`src/rtl/dmem_pkg.sv`:
```
// Shared types for the data-side router: route/port state and CPU access-size encodings.
package dmem_pkg;

  typedef enum logic [1:0] {
    RT_IDLE = 2'd0,
    RT_C    = 2'd1,
    RT_U    = 2'd2
  } route_e;

  localparam logic [1:0] SZ_B = 2'd0;
  localparam logic [1:0] SZ_H = 2'd1;
  localparam logic [1:0] SZ_W = 2'd2;

endpackage

```
`src/rtl/osd_counter.sv`:
```
// Saturating up/down counter of outstanding transactions; inc and dec together hold the count.
module osd_counter #(
  parameter int MAX = 2
) (
  input  logic       clk,
  input  logic       rst,
  input  logic       i_inc,
  input  logic       i_dec,
  output logic [2:0] o_cnt,
  output logic       o_zero,
  output logic       o_full
);

  localparam logic [2:0] MAX_CNT = 3'(MAX);

  logic [2:0] r_cnt;

  // NOTE: state registers use non-blocking assignment and clear on the asynchronous reset edge.
  always_ff @(posedge clk or posedge rst) begin
    if (rst) begin
      r_cnt <= 3'd0;
    end else if (i_inc && !i_dec && !o_full) begin
      r_cnt <= r_cnt + 3'd1;
    end else if (i_dec && !i_inc && !o_zero) begin
      r_cnt <= r_cnt - 3'd1;
    end
  end

  assign o_cnt  = r_cnt;
  assign o_zero = (r_cnt == 3'd0);
  assign o_full = (r_cnt == MAX_CNT);

endmodule

```
`src/rtl/dmem_router.sv`:
```
// Steers physical-address CPU data requests to the cache or uncached port and keeps
// responses in issue order by never having both ports outstanding at once.
module dmem_router
  import dmem_pkg::*;
#(
  parameter int MAX_OSD = 2
) (
  input  logic        clk,
  input  logic        rst,
  input  logic        cpu_req,
  input  logic        cpu_wr,
  input  logic [1:0]  cpu_size,
  input  logic [31:0] cpu_addr,
  input  logic        cpu_uncache,
  input  logic [3:0]  cpu_wstrb,
  input  logic [31:0] cpu_wdata,
  output logic        cpu_addr_ok,
  output logic        cpu_data_ok,
  output logic [31:0] cpu_rdata,
  output logic        c_req,
  output logic        c_wr,
  output logic [1:0]  c_size,
  output logic [31:0] c_addr,
  output logic [3:0]  c_wstrb,
  output logic [31:0] c_wdata,
  input  logic        c_addr_ok,
  input  logic        c_data_ok,
  input  logic [31:0] c_rdata,
  output logic        u_req,
  output logic        u_wr,
  output logic [1:0]  u_size,
  output logic [31:0] u_addr,
  output logic [3:0]  u_wstrb,
  output logic [31:0] u_wdata,
  input  logic        u_addr_ok,
  input  logic        u_data_ok,
  input  logic [31:0] u_rdata,
  output logic        err_stray
);

  route_e      r_state;
  route_e      w_state_nxt;
  route_e      w_tgt;
  logic [2:0]  w_cnt;
  logic        w_zero;
  logic        w_full;
  logic        w_fwd;
  logic        w_accept;
  logic        w_retire;
  logic        w_act_data_ok;
  logic [31:0] w_act_rdata;
  logic        w_stray;
  logic        w_next_zero;
  logic        r_err_stray;

  assign w_tgt = cpu_uncache ? RT_U : RT_C;

  // Request fields are broadcast; only the req strobe selects the port.
  assign c_wr    = cpu_wr;
  assign c_size  = cpu_size;
  assign c_addr  = cpu_addr;
  assign c_wstrb = cpu_wstrb;
  assign c_wdata = cpu_wdata;
  assign u_wr    = cpu_wr;
  assign u_size  = cpu_size;
  assign u_addr  = cpu_addr;
  assign u_wstrb = cpu_wstrb;
  assign u_wdata = cpu_wdata;

  osd_counter #(.MAX(MAX_OSD)) u_osd (
    .clk    (clk),
    .rst    (rst),
    .i_inc  (w_accept),
    .i_dec  (w_retire),
    .o_cnt  (w_cnt),
    .o_zero (w_zero),
    .o_full (w_full)
  );

  always_ff @(posedge clk or posedge rst) begin
    if (rst) begin
      r_state <= RT_IDLE;
    end else begin
      r_state <= w_state_nxt;
    end
  end

  // NOTE: every always_comb output gets a default first so no path can infer a latch.
  always_comb begin
    w_act_data_ok = 1'b0;
    w_act_rdata   = 32'd0;
    w_fwd         = 1'b0;
    c_req         = 1'b0;
    u_req         = 1'b0;
    unique case (r_state)
      RT_C: begin
        w_act_data_ok = c_data_ok;
        w_act_rdata   = c_rdata;
      end
      RT_U: begin
        w_act_data_ok = u_data_ok;
        w_act_rdata   = u_rdata;
      end
      default: ;
    endcase

    // A full port can still issue when one of its requests retires this same cycle.
    if (r_state == RT_IDLE) begin
      w_fwd = 1'b1;
    end else if (r_state == w_tgt) begin
      w_fwd = !w_full || w_act_data_ok;
    end

    if (w_fwd) begin
      c_req = cpu_req && (w_tgt == RT_C);
      u_req = cpu_req && (w_tgt == RT_U);
    end

    cpu_addr_ok = c_req ? c_addr_ok : (u_req ? u_addr_ok : 1'b0);
    w_accept    = cpu_addr_ok;
    w_retire    = w_act_data_ok && !w_zero;
    cpu_data_ok = w_retire;
    cpu_rdata   = w_retire ? w_act_rdata : 32'd0;
    w_stray     = (c_data_ok && !(r_state == RT_C && !w_zero)) ||
                  (u_data_ok && !(r_state == RT_U && !w_zero));
  end

  assign w_next_zero = (w_zero && !w_accept) ||
                       ((w_cnt == 3'd1) && w_retire && !w_accept);

  always_comb begin
    w_state_nxt = r_state;
    if (w_next_zero) begin
      w_state_nxt = RT_IDLE;
    end else if (r_state == RT_IDLE && w_accept) begin
      w_state_nxt = w_tgt;
    end
  end

  always_ff @(posedge clk or posedge rst) begin
    if (rst) begin
      r_err_stray <= 1'b0;
    end else if (w_stray) begin
      r_err_stray <= 1'b1;
    end
  end

  assign err_stray = r_err_stray;

endmodule

```
`config.mk`:
```
export PLATFORM = sky130hd
export DESIGN_NAME = dmem_router
export DESIGN_NICKNAME = d
export VERILOG_FILES = /design/src/rtl/dmem_pkg.sv /design/src/rtl/osd_counter.sv /design/src/rtl/dmem_router.sv
export SDC_FILE = /design/constraint.sdc
export NUM_CORES = 1
export LEC_CHECK = 0
export ABC_AREA = 1
export CORE_AREA = 2 2 126 128
export DETAILED_ROUTE_END_ITERATION = 7
export DIE_AREA = 0 0 128 130
export HOLD_SLACK_MARGIN = 0.06
export PLACE_DENSITY = 0.52
export SLEW_MARGIN = 5
export SYNTH_ARGS = -nofsm -noshare
export SYNTH_HDL_FRONTEND = slang
export SYNTH_HIERARCHICAL = 1
export SYNTH_SLANG_ARGS = --single-unit
```
`constraint.sdc`:
```
create_clock -name clk -period 4.85 [get_ports clk]
set_clock_uncertainty 0.2 [all_clocks]
set_input_delay 1.455 -clock clk [delete_from_list [all_inputs] [get_ports clk]]
set_output_delay 1.455 -clock clk [all_outputs]
set_load 0.1 [all_outputs]
```
After elaboration in Yosys (flattened, before gate mapping):

Cells that the tools add are included.

* register bits: 6
* input bits: 143
* output and inout port bits: 179
* logic and storage cells: 54

* add/sub/neg operators: 2
* equal/unequal tests: 7
* muxes and demuxes: 14
* reduce and logical (&&, ||, !) cells: 28

Operators with widths (count)
* $pmux W32 S2: 1
* $mux W32: 1
* $logic_and A1 B1 Y1: 15
* $logic_not A1 Y1: 6
* $mux W1: 6
* $mux W2: 3
* $mux W3: 2
* $eq A2 B1 Y1 const B: 2
* $eq A2 B2 Y1 const B: 2
* $reduce_bool A2 Y1: 2
* $add A3 B1 Y3 const B: 1
* $eq A3 B1 Y1 const B: 1
* $eq A3 B2 Y1 const B: 1
* $logic_not A3 Y1: 1
* $logic_or A1 B1 Y1: 3
* $sub A3 B1 Y3 const B: 1
* $eq A2 B2 Y1: 1
* $logic_not A2 Y1: 1
* $pmux W1 S2: 1

Longest topological paths before layout:

Gate-level depths: netlist of the first run.

* depth after elaboration: 13
* gate-level depth with buffers: 20
* gate-level depth less buffers: 19

Modules after synthesis:

The synthesis of the first run kept the hierarchy.

By module, submodules not included
* dmem_router: instances 1, cells an instance 296, area each 1883.1 µm², sequential area each 75.1 µm²
* osd_counter: instances 1, cells an instance 32, area each 209.0 µm², sequential area each 75.1 µm²

Least setup slack after synthesis of the first run:

OpenSTA, ideal clock, no wires.

* path kind: input to output
* start point: input port c_data_ok
* end point: output port cpu_rdata[10]
* arrival: 4.312 ns
* slack: -1.117 ns
* stages: 7
* path buffers: 1
* path through: nand2_2 nand2_2 nand2_4 nor2_2 inv_2 buf_6 a21oi_1

* longest elaborated chain between the ends: 3

RTL lines
* from (decl): line dmem_router.sv:27 `input logic c_data_ok,`
* $pmux W1 S2: line dmem_router.sv:95 `unique case (r_state)`
* $logic_and A1 B1 Y1: line dmem_router.sv:121 `w_retire = w_act_data_ok && !w_zero;`
* named net cpu_data_ok: line dmem_router.sv:18 `output logic cpu_data_ok,`
* $mux W32: line dmem_router.sv:123 `cpu_rdata = w_retire ? w_act_rdata : 32'd0;`
* to (decl): line dmem_router.sv:19 `output logic [31:0] cpu_rdata,`

The timed path passes the listed nets, and every way through them passes these cells.

Worst setup path after layout of the first run:

* start point: input port c_data_ok
* end point: output port cpu_rdata[25]

* longest elaborated chain between the ends: 3

RTL lines (line)
* $pmux W1 S2: dmem_router.sv:95
* $logic_and A1 B1 Y1: dmem_router.sv:121
* $mux W32: dmem_router.sv:123

Every way passes these cells.

==> summary.txt, run 1 <==
Multi-input logic area - 865.8 um2
GRT Total Usage - 7.575%
PostCTS Resize Cnt - 0
Crit start category - primary input
Remaining global-route overflow - 0
Final Core Density - 18.69%
Critical path fanouts, max - 32
VDD IR-drop max - 0.1598 mV
Final Critical Period - 4595 ps
#FFs+latches synth - 6
FF-to-FF path depth - 19
Pleak - 1.028 nW
Setup violations, final - 0
Die Span X - 128 um
Count of final max-slew check failures - 0
Commonest non-fill, non-tap cells in the layout - nand2_1 (83), clkdlybuf4s50_1 (72), buf_12 (37)
Post-DP HPWL - 5477 um
CTS buffer count - 3
CTS Buffer Depth - 2
Clk_lat worst skew - 230 ps
Synthesized Nets - 475
Core ar. - 15,420 um2
Final Power - 0.8043 mW
Worst Hold Class - flip-flop to flip-flop
DR vias - 1,729
Share of cells above drive strength 1 - 31.38%
Clock root cell - clkbuf_16
Max-Cap Viols - 0
Critical path class - primary input to output pin
Yosys top cell area share - 51.67%
Commonest non-fill, non-tap cell in the layout - nand2_1
First-pass GRT wire length - 9763 um
Hold path start - err_stray$_DFFE_PP0P_
Tightest Pin Transition - 957.9 ps
CTS tree - yes
Final Hold Fails - 0
N_diodes - 0
Top cells by area, synth - buf_4 (52%), nand2_1 (15%), a21oi_1 (7.9%)
WHS Path Cells - 1
Post-placement cell count - 479
Register area - 150.1 um2
Die ar. - 16,640 um2
Leading area contributor after synthesis - buf_4
Worst slew margin - 35.94%
Io pins - 322
Nature of the critical path endpoint - output pin
Cts hold-fix bufs - 0
Antenna viol nets, final - 0
Largest net degree at the start of global routing - 35
Worst hold slack - 271.6 ps
Syn Area/Cell - 6.378 um2
Layout area overhead - 37.80%
DR WL/cell - 13.81 um
H-tree depth - 1
Std-Cell Rows - 46
Final wirelength - 6657 um
Ys Warns - 6
First-pass iteration count of the detailed router - 4
Buffers on Ports - 108
Crit path required time - 3190 ps
Postcts setup bufs - 0
Pwr dens - 279.0 nW/um2
Synth Instances - 328
Reg2Reg Setup Slack - 1850 ps
Vias/cell - 3.587
Fillers - 1,709
Critical path data arrival time - 2940 ps
Reg-to-Reg End - u_osd/o_cnt[2]$_DFFE_PP0P_
Layout Nets - 439
Status - finished clean
Post-synthesis sequential area ratio - 7.177%
Yosys cell types - 20
Worst-path clk slew - 30 ps
Maximum clock frequency - 217.6 MHz
Hold endpoint - err_stray$_DFFE_PP0P_
Reg2Reg Launch Point - r_state[0]$_DFFE_PP0P_
DRC - 0
Die height - 130 um
DRT iter0 DRCs - 31
Initial antenna violation count - 0
Unrepaired setup endpoints after global routing - false
Initial Util - 13.56%
Routability congestion estimate - 0.6591
Non-Filler Instances - 482
Ratio of final minimum period to clock period - 94.75%
Vias in the first global route - 1,762
TritonCTS Sinks - 6
Post-Syn Area - 2092 um2
-- Yosys cell counts, drive strengths merged --
cell	number
nand2	93
dfrtp	6
inv	18
buf	147
a221o	1
clkbuf	6
nand3	11
a21oi	33
o21ai	2
a21boi	1
nor2	6
ha	3
fa	1
-- worst max path at each step --
stage                          from             to
final                     c_data_ok  cpu_rdata[25]
after global routing      c_data_ok  cpu_rdata[25]
after CTS                 c_data_ok  cpu_rdata[25]
after detailed placement  c_data_ok  cpu_rdata[25]
after global placement    c_data_ok   cpu_rdata[9]
after floorplan           c_data_ok  cpu_rdata[10]
-- routing by layer --
layer | vias up | wire (um) | track usage, %
met5 | - | 0 | 0
met4 | 0 | 425 | 5.301
met3 | 56 | 872 | 3.239
met2 | 145 | 3254 | 13.94
met1 | 734 | 2104 | 6.698
li1 | 794 | - | -
-- state kept, by name, summed over array words and instances, names as in the netlist --
name,flops
err_stray,1
r_state,2
u_osd/o_cnt,3
-- worst max-delay path, cell delays in order --
cell	delay, ps
clkdlybuf4s50_1	490
nand2_2	60
nand2_2	100
nand2_4	70
nor2_4	100
inv_2	50
buf_12	160
a21oi_2	210
buf_12	200
-- power breakdown --
group	internal [mW]	switching (mW)
logic	0.205	0.370
registers	0.0688	0.0254
clock network	0.106	0.0287
total	0.380	0.424
-- cell families after synthesis --
| kind of cell | count (synthesis) | synth area share (%) |
|---|---|---|
| flip-flops | 6 | 7.177 |
| adder cells (fa/ha/maj) | 4 | 2.751 |
| buffers and inverters | 171 | 57.60 |
| AO/OA/AOI/OAI | 37 | 9.210 |
| AND/OR/NAND/NOR | 110 | 23.27 |
-- area by class of cell --
| class | instances | area share, % |
|---|---|---|
| repair buffers | 112 | 51.48 |
| multi-input cells | 151 | 30.03 |
| well taps | 192 | 8.333 |
| flip-flops and latches | 6 | 5.208 |
| clock buffers | 3 | 2.604 |
| inverters | 18 | 2.344 |
-- metrics by stage --
stage,setup TNS (ps),setup slack [ps],area [um2]
finish,0,254.8,2883
floorplan,-4318,-143.9,2221
detailed placement,0,247.2,2808
CTS,0,243.9,2883
global route,0,179.3,2883
global placement,0,266.8,2808
(Power assumes the default switching activity.)
==> run 2: changes to the inputs <==
Settings changed: ABC_CLOCK_PERIOD_IN_PS set to 4850.
==> results of run 2 <==
Same layout as run 1: the final DEF is identical, and so are final timing and power.
==> run 3: changes to the inputs <==
Settings changed: ABC_AREA 1 to not set, CORE_AREA 2 2 126 128 to 2 2 125 127, DIE_AREA 0 0 128 130 to 0 0 127 129, PLACE_DENSITY 0.52 to 0.53.
==> run 3 against run 2 <==
Sequential share of layout area grew 0.33 points. Die area shrank 1.5%. Clock-buffer cell count is the same. First-iteration DRC count grew 140%. Largest power group is now the clock network. Fmax shrank 3.5%. Total power shrank 69%. Sequential power shrank 46%. Wire length shrank 6.3%. Synthesized cell count shrank 13%. Critical endpoint is now cpu_rdata[10]. Final cell count shrank 10%. Critical path depth shrank 2. Clock power is essentially flat.
==> summary.txt, run 3 <==
Routability congestion estimate - 0.7629
Synth Instances - 284
DRC - 0
Io pins - 322
Final Critical Period - 4764 ps
Ratio of final minimum period to clock period - 98.22%
Top cells by area, synth - buf_4 (52%), a22oi_1 (12%), dfrtp_1 (7.3%)
Layout Nets - 393
FF-to-FF path depth - 14
DR WL/cell - 14.44 um
Power Internal - 0.2072 mW
Pwr dens - 91.41 nW/um2
Vias/cell - 3.669
Buffers on Ports - 108
Vias in the first global route - 1,657
Critical path class - primary input to output pin
Post-synth ARST share - 100.0%
Pleak - 0.9331 nW
Worst setup path start - c_data_ok
Setup violations, final - 0
Register area - 150.1 um2
Multi-input logic area - 730.7 um2
Nature of the critical path endpoint - output pin
First-pass iteration count of the detailed router - 4
Postcts setup bufs - 0
Post-DP HPWL - 5196 um
Post-placement cell count - 429
Reg2Reg Launch Point - r_state[0]$_DFFE_PP0P_
Register share of total power - 20.3%
Synthesized Nets - 431
Status - finished clean
First-pass GRT wire length - 9114 um
Std-Cell Rows - 45
GRT Total Usage - 7.056%
Final Power - 0.2479 mW
Die Span X - 127 um
Share of cells above drive strength 1 - 21.72%
Post-synthesis sequential area ratio - 7.330%
Fillers - 1,672
Post-Syn Area - 2048 um2
Non-Filler Instances - 432
Maximum clock frequency - 209.9 MHz
Die ar. - 16,380 um2
H-tree depth - 1
Max FFs per register - 3
#FFs+latches synth - 6
Crit path required time - 3190 ps
CTS buffer count - 3
Unrepaired setup endpoints after global routing - true
Die height - 129 um
Syn Area/Cell - 7.212 um2
Switching Power - 0.04070 mW
VDD IR-drop max - 0.1194 mV
Most common cell in the netlist - buf_4
Worst-path clk slew - 30 ps
Ys Warns - 6
Commonest non-fill, non-tap cells in the layout - clkdlybuf4s50_1 (72), buf_12 (37), nor2_1 (32), a22oi_1 (32), inv_1 (10)
TritonCTS Sinks - 6
Primary FF master, synth - dfrtp_1
CTS tree - yes
Yosys top cell area share - 52.05%
Worst slew margin - 33.01%
Commonest non-fill, non-tap cell in the layout - clkdlybuf4s50_1
DR vias - 1,585
Worst Hold Class - flip-flop to flip-flop
DRT iter0 DRCs - 75
Initial Util - 13.68%
Crit start category - primary input
Leading area contributor after synthesis - buf_4
Clock root cell - clkbuf_16
Clk_lat worst skew - 230 ps
Post-synth EDFFs - 0
Core ar. - 14,980 um2
Critical path fanouts, max - 33
Antenna viol nets, final - 0
Cts hold-fix bufs - 0
Reg2Reg Setup Slack - 1800 ps
CTS Buffer Depth - 2
N_diodes - 0
Post-synth top cells - buf_4 (142), nor2_1 (37), a22oi_1 (32)
Layout area overhead - 32.44%
Tightest Pin Transition - 1002 ps
Final wirelength - 6239 um
Clk pwr share - 53.6%
Max-Cap Viols - 0
Reg-to-Reg End - u_osd/o_cnt[1]$_DFFE_PP0P_
Initial antenna violation count - 0
CP Capture Point - cpu_rdata[10]
Comb power frac - 26.1%
Remaining global-route overflow - 0
Count of final max-slew check failures - 0
Yosys cell types - 33
Largest net degree at the start of global routing - 34
Final Hold Fails - 0
Critical path data arrival time - 3110 ps
Switch share - 16.42%
[run 3: changes by cell type in the layout (fill, tap and decap cells not counted), moves of 7 or more]
| cell | change |
|---|---|
| a21oi_2 | -32 |
| a22oi_1 | +32 |
| inv_1 | -7 |
| nand2_1 | -80 |
| nand3_1 | -8 |
| nor2_1 | +28 |
[run 3: layout make-up]
class | count | area share (%)
flip-flops and latches | 6 | 5.535
multi-input cells | 113 | 26.94
inverters | 10 | 1.384
repair buffers | 112 | 54.70
well taps | 188 | 8.672
clock buffers | 3 | 2.768
[run 3: worst min-delay path by stage]
stage | depth (start not counted) | startpoint | slack [ps] | endpoint
final | 2 | err_stray$_DFFE_PP0P_ | 290 | err_stray$_DFFE_PP0P_
after global routing | 2 | err_stray$_DFFE_PP0P_ | 330 | err_stray$_DFFE_PP0P_
after CTS | 2 | err_stray$_DFFE_PP0P_ | 290 | err_stray$_DFFE_PP0P_
after detailed placement | 2 | err_stray$_DFFE_PP0P_ | 280 | err_stray$_DFFE_PP0P_
after global placement | 2 | err_stray$_DFFE_PP0P_ | 290 | err_stray$_DFFE_PP0P_
after floorplan | 2 | u_osd/o_cnt[2]$_DFFE_PP0P_ | 370 | u_osd/o_cnt[2]$_DFFE_PP0P_
[run 3: per-stage QoR]
stage | hold WS (ps) | setup TNS (ps) | utilization, % | area, um2 | setup slack, ps
2_1_floorplan | 370.8 | -5852 | - | 2056 | -194.5
3_3_place_gp | 287.8 | 0 | 17.54 | 2626 | 26.89
3_5_place_dp | 275.1 | 0 | 17.54 | 2626 | 16.87
4_1_cts | 292.9 | 0 | 18.04 | 2701 | 58.89
5_1_grt | 326.8 | -47.32 | 18.11 | 2713 | -9.663
6_report | 291.3 | 0 | 18.11 | 2713 | 86.22
[run 3: cell families after synthesis]
logic type	after synthesis	synth area share [%]
AO/OA/AOI/OAI	48	16.74
adder cells (fa/ha/maj)	4	2.810
buffers and inverters	165	57.91
AND/OR/NAND/NOR	55	12.34
multiplexers	4	2.016
flip-flops	6	7.330
XOR/XNOR	2	0.8554
[run 3: power groups by stage]
stage               combinational (mW)  clock [mW]  sequential [mW]
floorplan                        0.555           0           0.0510
global placement                0.0645           0           0.0510
detailed placement              0.0645           0           0.0510
CTS                             0.0651       0.136           0.0504
global route                    0.0682       0.140           0.0503
finish                          0.0648       0.133           0.0504
[run 3: repair_timing]
item | 4_1_cts | 5_1_grt
setup endpoints to repair | 1 | 10
gates cloned | 0 | 0
gates resized for setup | 1 | 4
[run 3: layer usage]
metal  up-vias  share of wire (%)  track usage [%]
li1        714                  -                -
met1       701                 32            6.903
met2       123                 49            12.56
met3        47                 13            2.661
met4         0                5.9            4.590
met5         -                  0                0
[run 3: critical path, stage by stage]
cell and delay (ps):
clkdlybuf4s50_1 520, a22o_1 180, nand2_1 80, or2_1 250, buf_12 180, nor2_1 220, buf_12 210
